<file path="src/rtl/decode_ctrl_stage.sv">
// Registered decode stage for the 16-bit ISA: flag register, B/BR resolution, flag-hazard stall, ID/EX register.
// Optional macro DECODE_FLAG_FWD_EN forwards EX flag writes into branch conditions and removes the hazard stall.
module decode_ctrl_stage #(
  parameter int PC_W  = 16,
  parameter int CNT_W = 8
) (
  input  logic             clk,
  input  logic             rst,
  input  logic [15:0]      instr,
  input  logic             in_valid,
  input  logic [PC_W-1:0]  pc_plus2,
  input  logic [PC_W-1:0]  rs_data,
  input  logic             ex_stall,
  input  logic             id_flush,
  input  logic [2:0]       ex_flag_we,
  input  logic [2:0]       ex_flags,
  output logic             id_stall,
  output logic             branch_taken,
  output logic [PC_W-1:0]  branch_target,
  output logic [2:0]       flags,
  output logic             halted,
  output logic [CNT_W-1:0] hazard_cnt,
  output logic             idex_valid,
  output logic [3:0]       idex_src1,
  output logic [3:0]       idex_src2,
  output logic [3:0]       idex_dst,
  output logic             idex_regwrite,
  output logic             idex_alusrc1,
  output logic             idex_alusrc2,
  output logic             idex_memread,
  output logic             idex_memwrite,
  output logic             idex_memtoreg,
  output logic             idex_pctoreg,
  output logic [3:0]       idex_aluop,
  output logic [1:0]       idex_imdchoice,
  output logic [2:0]       idex_flag_en
);

  localparam logic [3:0] OP_ADD    = 4'h0;
  localparam logic [3:0] OP_SUB    = 4'h1;
  localparam logic [3:0] OP_XOR    = 4'h2;
  localparam logic [3:0] OP_RED    = 4'h3;
  localparam logic [3:0] OP_SLL    = 4'h4;
  localparam logic [3:0] OP_SRA    = 4'h5;
  localparam logic [3:0] OP_ROR    = 4'h6;
  localparam logic [3:0] OP_PADDSB = 4'h7;
  localparam logic [3:0] OP_LW     = 4'h8;
  localparam logic [3:0] OP_SW     = 4'h9;
  localparam logic [3:0] OP_LLB    = 4'hA;
  localparam logic [3:0] OP_LHB    = 4'hB;
  localparam logic [3:0] OP_B      = 4'hC;
  localparam logic [3:0] OP_BR     = 4'hD;
  localparam logic [3:0] OP_PCS    = 4'hE;
  localparam logic [3:0] OP_HLT    = 4'hF;

  localparam int FZ = 2;
  localparam int FV = 1;
  localparam int FN = 0;

  typedef struct packed {
    logic       valid;
    logic [3:0] src1;
    logic [3:0] src2;
    logic [3:0] dst;
    logic       regwrite;
    logic       alusrc1;
    logic       alusrc2;
    logic       memread;
    logic       memwrite;
    logic       memtoreg;
    logic       pctoreg;
    logic [3:0] aluop;
    logic [1:0] imdchoice;
    logic [2:0] flag_en;
  } idex_t;

  idex_t            idex_q, idex_d, dec;
  logic [2:0]       flags_q, flags_d;
  logic             halted_q, halted_d;
  logic [CNT_W-1:0] hazard_cnt_q, hazard_cnt_d;

  logic [3:0]      opcode;
  logic [2:0]      ccc;
  logic            is_b, is_br, is_branch, is_hlt;
  logic [2:0]      eff_flags;
  logic            cond;
  logic            haz;
  logic            stall_int;
  logic [PC_W-1:0] b_off;
  logic [PC_W-1:0] target_int;

  assign opcode    = instr[15:12];
  assign ccc       = instr[11:9];
  assign is_b      = (opcode == OP_B);
  assign is_br     = (opcode == OP_BR);
  assign is_branch = is_b | is_br;
  assign is_hlt    = (opcode == OP_HLT);

  // alusrc1 selects PC as ALU operand A, alusrc2 selects the immediate as operand B.
  always_comb begin
    dec       = '0;
    dec.valid = 1'b1;
    dec.dst   = instr[11:8];
    dec.src1  = instr[7:4];
    dec.src2  = instr[3:0];
    dec.aluop = opcode;
    case (opcode)
      OP_ADD, OP_SUB: begin
        dec.regwrite = 1'b1;
        dec.flag_en  = 3'b111;
      end
      OP_XOR: begin
        dec.regwrite = 1'b1;
        dec.flag_en  = 3'b100;
      end
      OP_SLL, OP_SRA, OP_ROR: begin
        dec.regwrite     = 1'b1;
        dec.alusrc2      = 1'b1;
        dec.imdchoice[0] = 1'b1;
        dec.flag_en      = 3'b100;
      end
      OP_RED, OP_PADDSB: dec.regwrite = 1'b1;
      OP_LW: begin
        dec.regwrite  = 1'b1;
        dec.memread   = 1'b1;
        dec.memtoreg  = 1'b1;
        dec.alusrc2   = 1'b1;
        dec.imdchoice = 2'b01;
        dec.aluop     = OP_ADD;
      end
      OP_SW: begin
        dec.memwrite  = 1'b1;
        dec.alusrc2   = 1'b1;
        dec.imdchoice = 2'b01;
        dec.src2      = instr[11:8];
        dec.aluop     = OP_ADD;
      end
      OP_LLB, OP_LHB: begin
        dec.regwrite  = 1'b1;
        dec.alusrc2   = 1'b1;
        dec.imdchoice = 2'b11;
        dec.src1      = instr[11:8];
      end
      OP_B: begin
        dec.alusrc1 = 1'b1;
        dec.alusrc2 = 1'b1;
        dec.aluop   = OP_ADD;
      end
      OP_BR: begin
        dec.alusrc1 = 1'b1;
        dec.aluop   = OP_ADD;
      end
      OP_PCS: begin
        dec.regwrite = 1'b1;
        dec.pctoreg  = 1'b1;
        dec.alusrc1  = 1'b1;
        dec.aluop    = OP_ADD;
      end
      default: begin
        dec       = '0;
        dec.valid = 1'b1;
      end
    endcase
  end

`ifdef DECODE_FLAG_FWD_EN
  always_comb begin
    for (int i = 0; i < 3; i++) begin
      eff_flags[i] = ex_flag_we[i] ? ex_flags[i] : flags_q[i];
    end
  end
  assign haz = 1'b0;
`else
  assign eff_flags = flags_q;
  // A branch may not read flags that the instruction now in EX is still producing.
  assign haz = in_valid & is_branch & (ccc != 3'b111) & idex_q.valid & (|idex_q.flag_en) & ~halted_q;
`endif

  always_comb begin
    cond = 1'b1;
    case (ccc)
      3'b000:  cond = ~eff_flags[FZ];
      3'b001:  cond = eff_flags[FZ];
      3'b010:  cond = ~eff_flags[FZ] & ~eff_flags[FN];
      3'b011:  cond = eff_flags[FN];
      3'b100:  cond = eff_flags[FZ] | ~eff_flags[FN];
      3'b101:  cond = eff_flags[FN] | eff_flags[FZ];
      3'b110:  cond = eff_flags[FV];
      default: cond = 1'b1;
    endcase
  end

  assign stall_int = haz | ex_stall;
  assign b_off     = {{(PC_W-10){instr[8]}}, instr[8:0], 1'b0};

  always_comb begin
    target_int = pc_plus2;
    if (is_b) begin
      target_int = pc_plus2 + b_off;
    end else if (is_br) begin
      target_int = rs_data;
    end
  end

  assign id_stall      = ~rst & stall_int;
  assign branch_taken  = ~rst & in_valid & ~halted_q & ~id_flush & ~stall_int & is_branch & cond;
  assign branch_target = rst ? '0 : target_int;

  always_comb begin
    for (int i = 0; i < 3; i++) begin
      flags_d[i] = ex_flag_we[i] ? ex_flags[i] : flags_q[i];
    end
    halted_d     = halted_q | (is_hlt & in_valid & ~id_flush & ~stall_int);
    hazard_cnt_d = hazard_cnt_q;
    if (haz && (hazard_cnt_q != {CNT_W{1'b1}})) begin
      hazard_cnt_d = hazard_cnt_q + CNT_W'(1);
    end
    idex_d = idex_q;
    if (!ex_stall) begin
      if (id_flush || stall_int || !in_valid || halted_q) begin
        idex_d = '0;
      end else begin
        idex_d = dec;
      end
    end
  end

  always_ff @(posedge clk or posedge rst) begin
    if (rst) begin
      flags_q      <= '0;
      halted_q     <= 1'b0;
      hazard_cnt_q <= '0;
      idex_q       <= '0;
    end else begin
      flags_q      <= flags_d;
      halted_q     <= halted_d;
      hazard_cnt_q <= hazard_cnt_d;
      idex_q       <= idex_d;
    end
  end

  assign flags          = flags_q;
  assign halted         = halted_q;
  assign hazard_cnt     = hazard_cnt_q;
  assign idex_valid     = idex_q.valid;
  assign idex_src1      = idex_q.src1;
  assign idex_src2      = idex_q.src2;
  assign idex_dst       = idex_q.dst;
  assign idex_regwrite  = idex_q.regwrite;
  assign idex_alusrc1   = idex_q.alusrc1;
  assign idex_alusrc2   = idex_q.alusrc2;
  assign idex_memread   = idex_q.memread;
  assign idex_memwrite  = idex_q.memwrite;
  assign idex_memtoreg  = idex_q.memtoreg;
  assign idex_pctoreg   = idex_q.pctoreg;
  assign idex_aluop     = idex_q.aluop;
  assign idex_imdchoice = idex_q.imdchoice;
  assign idex_flag_en   = idex_q.flag_en;

endmodule

</file>
<file path="config.mk">
export PLATFORM = sky130hd
export DESIGN_NAME = decode_ctrl_stage
export DESIGN_NICKNAME = d
export VERILOG_FILES = /design/src/rtl/decode_ctrl_stage.sv
export SDC_FILE = /design/constraint.sdc
export NUM_CORES = 1
export LEC_CHECK = 0
export BUFFER_PORTS_ARGS = -buffer_cell sky130_fd_sc_hd__buf_2
export CORE_ASPECT_RATIO = 0.5
export CORE_UTILIZATION = 29
export DETAILED_ROUTE_END_ITERATION = 7
export GPL_TIMING_DRIVEN = 0
export MAX_ROUTING_LAYER = met4
export PLACE_DENSITY = 0.65
export SYNTH_ARGS = -nofsm -noshare
export SYNTH_HDL_FRONTEND = slang
export SYNTH_SLANG_ARGS = --single-unit
</file>
<file path="constraint.sdc">
create_clock -name clk -period 2.05 [get_ports clk]
set_input_delay 0.205 -clock clk [delete_from_list [all_inputs] [get_ports clk]]
set_output_delay 0.205 -clock clk [all_outputs]
set_load 0.02 [all_outputs]
</file>
After elaboration in Yosys (flattened, before gate mapping)
Index checks and enable logic that the tools add are counted.
{"block": "totals", "register_bits": 41, "latchBits": 0, "ram_bits": 0, "rom_bits": 0, "input_bits": 59, "out_inout_bits": 59, "wordCells": 108, "n_memories": 0}
{"block": "op_classes", "add_sub_neg": 2, "multipliers": 0, "n_div": 0, "magnitude_cmp": 0, "n_eq_ne": 23, "shifts": 0, "muxes": 18, "n_bitwise": 27, "reduce_logical": 19}
{"cell": "$mux W16", "n": 3}
{"cell": "$eq A4 B4 Y1 const B", "n": 8}
{"cell": "$mux W29", "n": 1}
{"cell": "$add A16 B16 Y16", "n": 1}
{"cell": "$and A1 B1 Y1", "n": 16}
{"cell": "$eq A4 B3 Y1 const B", "n": 4}
{"cell": "$pmux W4 S2", "n": 2}
{"cell": "$reduce_or A15 Y1", "n": 1}
{"cell": "$reduce_or A14 Y1", "n": 1}
{"cell": "$reduce_or A13 Y1", "n": 1}
{"cell": "$reduce_or A12 Y1", "n": 1}
{"cell": "$reduce_or A10 Y1", "n": 1}
{"cell": "$eq A3 B3 Y1 const B", "n": 3}
{"cell": "$add A8 B1 Y8 const B", "n": 1}
{"cell": "$eq A4 B2 Y1 const B", "n": 2}
{"cell": "$mux W1", "n": 8}
{"cell": "$mux W4", "n": 2}
{"cell": "$ne A8 B8 Y1 const B", "n": 1}
{"cell": "$reduce_or A8 Y1", "n": 1}
{"cell": "$pmux W1 S7", "n": 1}
{"cell": "$reduce_or A7 Y1", "n": 1}
{"cell": "$eq A3 B2 Y1 const B", "n": 2}
{"cell": "$not A1 Y1", "n": 6}
{"cell": "$pmux W3 S2", "n": 1}
{"cell": "12 further kinds", "n": 20}

Longest topological paths before layout
Gate-level depths: netlist (run 1).
{"block": "logic_depth", "ltp_word": 12, "ltp_mapped": 8}

Worst setup path after synthesis (run 1)
OpenSTA, ideal clock, no wires.
{"block": "synth_path", "path_kind": "input port to output port", "start": "in instr[0]", "end": "out branch_target[13]", "arrival_time_ns": 2.040, "required_ns": 1.845, "path_slack_ns": -0.195, "cell_stages": 7, "path_buffers": 0, "path_cell_list": "ha_1 -> fa_1 -> a21oi_1 -> o21ai_1 -> a21oi_1 -> nor2_1 -> a311oi_1"}
{"block": "synth_via", "elab_chain_len": 3}
{"element": "start, declared", "line": "9", "source": "input logic [15:0] instr,"}
{"element": "$add A16 B16 Y16", "line": "199", "source": "target_int = pc_plus2 + b_off;"}
{"element": "$mux W16", "line": "198", "source": "if (is_b) begin"}
{"element": "$mux W16", "line": "207", "source": "assign branch_target = rst ? '0 : target_int;"}
{"element": "end, declared", "line": "19", "source": "output logic [PC_W-1:0] branch_target,"}
No other way between the ends.

Worst setup path after layout (run 1)
{"block": "layout_path", "start": "in instr[0]", "end": "out branch_target[15]"}
Same word-level chain as after synthesis.

==> metrics.md, run 1 <==
| Metric | Value |
|---|---|
| WP data arrival | 1.95 ns |
| Die ar. | 10400 sq um |
| CP Launch Type | input port |
| First-pass iteration count of the detailed router | 4 |
| Routed wire per std cell | 15.9 um |
| Status | complete, but fails checks |
| Tcrit/Tclk final | 105% |
| Final Slew Violations | 0 |
| Critical path type | in2out |
| Post-synth EDFFs | 0 |
| Setup violators final | 5 |
| Starting Density | 30.2% |
| Diodes inserted | 0 |
| Top FF cell, synth | dfrtp_1 |
| Cell Pwr Density | 562 nW/um^2 |
| Syn Nets | 414 |
| Number of global-route vias before repair | 2983 |
| Critical Path End | branch_target[15] |
| Clock root buffer | clkbuf_16 |
| Setup Skew | 0.00435 ns |
| CP endpoint kind | output pin |
| CTS tree | built |
| Max Cap Viol | 0 |
| DR iter-0 viols | 210 |
| GR Overflow Total | 0 |
| Layout cells sized above 1 | 42.2% |
| CTS buffer count | 5 |
| Synth area leaders | dfrtp_1, ha_1, nand2_1, a21oi_1, xnor2_1 |
| First-pass GRT wire length | 14800 um |
| Hold Vio Cnt, Final | 0 |
| Port bufs | 113 |
| Placer Congestion | 0.865 |
| Residual DRC | 0 |
| Area Overhead vs Synth | 46.3% |
| Failing checks | negative setup slack |
| Slew @ Worst Pin | 0.848 ns |
| Top-count cell post-synth | nand2_1 |
| Worst R2R Start | hazard_cnt[3] |
| Hold_buf cts | 0 |
| Flop-to-flop setup slack | 0.42 ns |
| Hold Path Class | in2reg |
| Synth cell types | 58 |
| Worst slew margin | 43.4% |
| Fill cells | 960 |
| Multi-input gate area | 2070 sq um |
| Vias per cell | 5.23 |
| Die H | 72.6 um |
| Reg2Reg Depth | 4 |
| Crit path launch | instr[0] |
| Worst-path clk slew | 0.06 ns |
| Routed wire length | 9600 um |
| Syn Inst Count | 339 |
| Initial antenna violation count | 0 |
| Mapped cell area | 2890 sq um |
| IR drop worst, VDD | 411 uV |
| Site Rows | 25 |
| Critical Path RT | 1.85 ns |
| Skew-Pair Late Insertion Delay | 0.28 ns |
| Max Clk Rate | 465 MHz |
| Pin count of the biggest net entering global routing | 41 |
| Ys Warns | 0 |
| Sequential-to-total area share from yosys stat | 33.7% |
| Top post-synthesis cells by count | nand2_1, dfrtp_1, a21oi_1 |
| I/O pin count | 118 |
| FF/Latch Area | 976 sq um |
| Leakage | 1.99 nW |
| Htree depth | 2 |
| Final HPWL DP | 7080 um |
| All-Layer GR Usage | 18.8% |
| Post-layout min period | 2.15 ns |
| Clock sinks | 39 |
| WHS | 0.156 ns |
| Worst Path Max Fanout | 4 |
| Ys async rst share | 100% |
| Hold Path Stages | 2 |
| RSZ-0062 raised after global routing | true |
| Total power | 2.38 mW |
| Post-synth top area share | 33.7% |
| Average size of a mapped cell | 8.54 sq um |
| Post-route ant nets | 0 |
| Worst r2r dst | hazard_cnt[1] |
| Vias post-DR | 3158 |
| Synth area leader | dfrtp_1 |
| Die W | 143 um |
| Clock Tree Buf Depth | 2 |
| Core footprint | 9570 sq um |
| Nets | 543 |
| Final WS setup | -0.103 ns |
| #FFs+latches synth | 39 |
## where the power goes
group | switching (mW) | total, mW | internal (mW)
Clock | 0.305 | 0.752 | 0.448
Sequential | 0.0315 | 0.838 | 0.807
Combinational | 0.448 | 0.788 | 0.340
Total | 0.784 | 2.38 | 1.59
## critical path, cell delays in order
cell	delay, ns
buf_8	0.10
ha_4	0.16
fa_2	0.38
a21oi_4	0.18
o21ai_2	0.11
a22oi_2	0.19
and3_4	0.21
o21ai_2	0.06
a31oi_2	0.19
buf_4	0.17
## cell usage in the layout (no fill, tap or decap), types with 5 or more instances in the layout
cell,instances
buf_4,24
buf_2,102
ha_4,9
a211oi_1,5
clkbuf_1,10
o21ai_1,11
a22o_1,9
and3_1,6
o211ai_1,8
dfrtp_1,39
nand3_1,6
o21ai_0,15
nand4_1,8
a21oi_1,20
mux2i_1,9
clkbuf_16,5
buf_6,6
nor2_1,19
inv_1,9
nand2_1,42
xnor2_1,12
## metrics by stage
stage,utilization (%),std cells,area [sq um],TNS (ns),setup slack [ns]
after global routing,44.2,604,4230,-1.01,-0.193
after global placement,38.3,587,3670,-2.30,-0.378
final,44.2,604,4230,-0.345,-0.103
after CTS,42.0,597,4020,-0.267,-0.0842
after floorplan,-,339,2940,0,0.0108
after detailed placement,38.3,587,3670,-2.10,-0.368
## routing by layer
layer,global-route usage [%],wire [um]
met2,32.6,4680
met4,4.73,157
met3,1.71,410
met1,23.8,4350
met5,-,0
## cell type report
cell class	instances	area share, %
tap	135	3.99
multi-input combinational	267	49.0
timing repair buffer	126	17.4
clock buffer	5	2.96
clock inverter	3	0.473
inverter	10	0.887
buffer	19	2.19
sequential	39	23.1
## cell families (layout without fill, tap and decap cells)
| logic type | count (synthesis) | after routing | share of synthesized area (%) |
|---|---|---|---|
| AO/OA/AOI/OAI | 113 | 113 | 26.3 |
| XOR/XNOR | 14 | 14 | 4.24 |
| adder cells (fa/ha/maj) | 17 | 17 | 7.52 |
| buffers and inverters | 33 | 163 | 4.97 |
| flip-flops | 39 | 39 | 33.7 |
| multiplexers | 13 | 13 | 4.67 |
| AND/OR/NAND/NOR | 110 | 110 | 18.5 |
## what timing repair did
action                                  in CTS  in global routing
buffers inserted                             6                  7
endpoints found under the setup margin      12                 13
resized for setup                           42                 36
pin swaps                                   15                 21
hold endpoints to repair                     0                  0
## sequential cells by signal, summed over array words and instances (netlist names)
name / cells
idex_aluop: 4
idex_flag_en: 2
idex_pctoreg: 1
idex_src1: 4
idex_memread: 1
flags: 3
idex_imdchoice: 2
idex_dst: 4
idex_alusrc2: 1
idex_src2: 4
idex_alusrc1: 1
idex_regwrite: 1
idex_valid: 1
halted: 1
hazard_cnt: 8
idex_memwrite: 1
## how the worst min path moves through the flow
stage                             end  slack, ns        start
after floorplan           idex_dst[3]       0.33    instr[11]
after global placement       flags[1]       0.44  ex_flags[1]
after detailed placement     flags[2]       0.44  ex_flags[2]
after CTS                    flags[2]       0.15  ex_flags[2]
after global routing         flags[0]       0.17  ex_flags[0]
final                        flags[2]       0.16  ex_flags[2]
Note: power is estimated with default switching activity, not from simulation.
==> run 2: changes to the inputs <==
--- a/config.mk
+++ b/config.mk
@@ -12,6 +12,7 @@
 export GPL_TIMING_DRIVEN = 0
 export MAX_ROUTING_LAYER = met4
 export PLACE_DENSITY = 0.65
+export SKIP_LAST_GASP = 1
 export SYNTH_ARGS = -nofsm -noshare
 export SYNTH_HDL_FRONTEND = slang
 export SYNTH_SLANG_ARGS = --single-unit
==> run 2 against run 1 <==
The flow still finishes with violations (negative setup slack). Worst hold slack better by 0.0021 ns. Critical path depth did not move. Setup slack got worse by 0.011 ns. Final cell count decreased by 0.50%. First-iteration DRC count rose by 1.4%. Register-to-register slack about the same. Via count fell by 1.3%. Non-clock buffer count is 3 lower. Critical path type unchanged.
==> metrics.md, run 2 (synthesis results as in run 1) <==
| Metric | Value |
|---|---|
| CTS tree | built |
| Place WS | -0.368 ns |
| Number of global-route vias before repair | 2977 |
| Critical Path RT | 1.85 ns |
| Layout cells sized above 1 | 41.8% |
| Fin Setup TNS | -0.301 ns |
| Final Slew Violations | 0 |
| Fill cells | 966 |
| CP Launch Type | input port |
| Worst slew margin | 43.2% |
| Die W | 143 um |
| Hold_sp | ex_flags[2] |
| Worst r2r dst | hazard_cnt[1] |
| Die ar. | 10400 sq um |
| Reg2Reg Depth | 4 |
| Initial antenna violation count | 0 |
| Core footprint | 9570 sq um |
| Diodes inserted | 0 |
| All-Layer GR Usage | 18.7% |
| Tcrit/Tclk final | 106% |
| Critical Path End | branch_target[9] |
| Status | complete, but fails checks |
| Skew-Pair Late Insertion Delay | 0.28 ns |
| Total power | 2.37 mW |
| Hold Vio Cnt, Final | 0 |
| Port bufs | 113 |
| Worst-path clk slew | 0.06 ns |
| Setup violators final | 5 |
| Slew @ Worst Pin | 0.851 ns |
| I/O pin count | 118 |
| Placer Congestion | 0.865 |
| Flop-to-flop setup slack | 0.42 ns |
| Hold_buf cts | 0 |
| Clock Tree Buf Depth | 2 |
| Final HPWL DP | 7080 um |
| IR drop worst, VDD | 412 uV |
| WP data arrival | 1.96 ns |
| Htree depth | 2 |
| Clock root buffer | clkbuf_16 |
| Post-layout min period | 2.16 ns |
| Leakage | 1.98 nW |
| Crit path launch | instr[0] |
| Hold Path Class | in2reg |
| RSZ-0062 raised after global routing | true |
| CP endpoint kind | output pin |
| Routed wire length | 9590 um |
| Post-route design area | 4180 sq um |
| Routed wire per std cell | 16.0 um |
| Vias per cell | 5.19 |
| Commonest non-fill, non-tap cell in the layout | buf_2 |
| Starting Density | 30.2% |
| GR Overflow Total | 0 |
| Clock sinks | 39 |
| Nets | 540 |
| Post-route ant nets | 0 |
| Die H | 72.6 um |
| Post-placement cell area | 3670 sq um |
| WHS | 0.158 ns |
| First-pass iteration count of the detailed router | 4 |
| Critical path type | in2out |
| Setup Skew | 0.00524 ns |
| Most frequent cells in the layout | buf_2, nand2_1, dfrtp_1 |
| Worst R2R Start | hazard_cnt[3] |
| Pin count of the biggest net entering global routing | 41 |
| Cell Pwr Density | 566 nW/um^2 |
| CTS buffer count | 5 |
| Max Clk Rate | 462 MHz |
| DR iter-0 viols | 213 |
| Worst Path Max Fanout | 4 |
| FF/Latch Area | 976 sq um |
| Vias post-DR | 3117 |
| Site Rows | 25 |
| Failing checks | negative setup slack |
| Area Overhead vs Synth | 44.5% |
| Multi-input gate area | 2070 sq um |
| Residual DRC | 0 |
| Max reg flops | 8 |
| Final WS setup | -0.114 ns |
| First-pass GRT wire length | 14800 um |
| Max Cap Viol | 0 |
## run 2: cell types whose count changed in the layout (fill, tap and decap cells not counted), sizes merged
cell | previous run | this run
buf | 134 | 130
clkbuf | 16 | 17
## run 2: metal layers
| layer | GRT usage [%] | part of all wire, % | wire, um |
|---|---|---|---|
| met1 | 23.8 | 46 | 4400 |
| met2 | 32.5 | 50 | 4750 |
| met3 | 1.71 | 3.2 | 309 |
| met4 | 4.73 | 1.4 | 134 |
| met5 | - | 0 | 0 |
## run 2: worst min path at each step
stage	end	slack, ns	cells after the start
after floorplan	idex_dst[3]	0.33	1
final	flags[2]	0.16	2
after global routing	flags[0]	0.17	2
after CTS	flags[2]	0.15	2
after detailed placement	flags[2]	0.44	2
after global placement	flags[1]	0.44	2
## run 2: cell type report
| type | count | share of cell area [%] |
|---|---|---|
| Clock inverter | 3 | 0.479 |
| Buffer | 19 | 2.21 |
| Clock buffer | 5 | 2.99 |
| Timing Repair Buffer | 123 | 16.6 |
| Inverter | 10 | 0.898 |
| Multi-Input combinational cell | 267 | 49.5 |
| Sequential cell | 39 | 23.3 |
| Tap cell | 135 | 4.04 |
## run 2: per-stage QoR
step                      util, %  std cells
after floorplan                 -        339
after global placement       38.3        587
after detailed placement     38.3        587
after CTS                    41.8        597
after global routing         43.7        601
final                        43.7        601
## run 2: worst max-delay path: stages
cell and delay, ns:
buf_8 0.10, ha_4 0.15, fa_2 0.36, a21oi_4 0.20, o211ai_1 0.13, and3_1 0.20
o21ai_1 0.13, o211ai_1 0.12, a21oi_2 0.21, buf_6 0.15
## run 2: repair_timing
item	CTS	global route
endpoints found under the setup margin	12	13
buffers inserted	6	4
pin swaps	15	20
cloned	0	0
resized for setup	39	32
endpoints found under the hold margin	0	0
## run 2: power breakdown
group | total [mW] | internal, mW | switching [mW]
logic | 0.775 | 0.327 | 0.448
registers | 0.838 | 0.806 | 0.0317
clock network | 0.753 | 0.448 | 0.305
total | 2.37 | 1.58 | 0.785
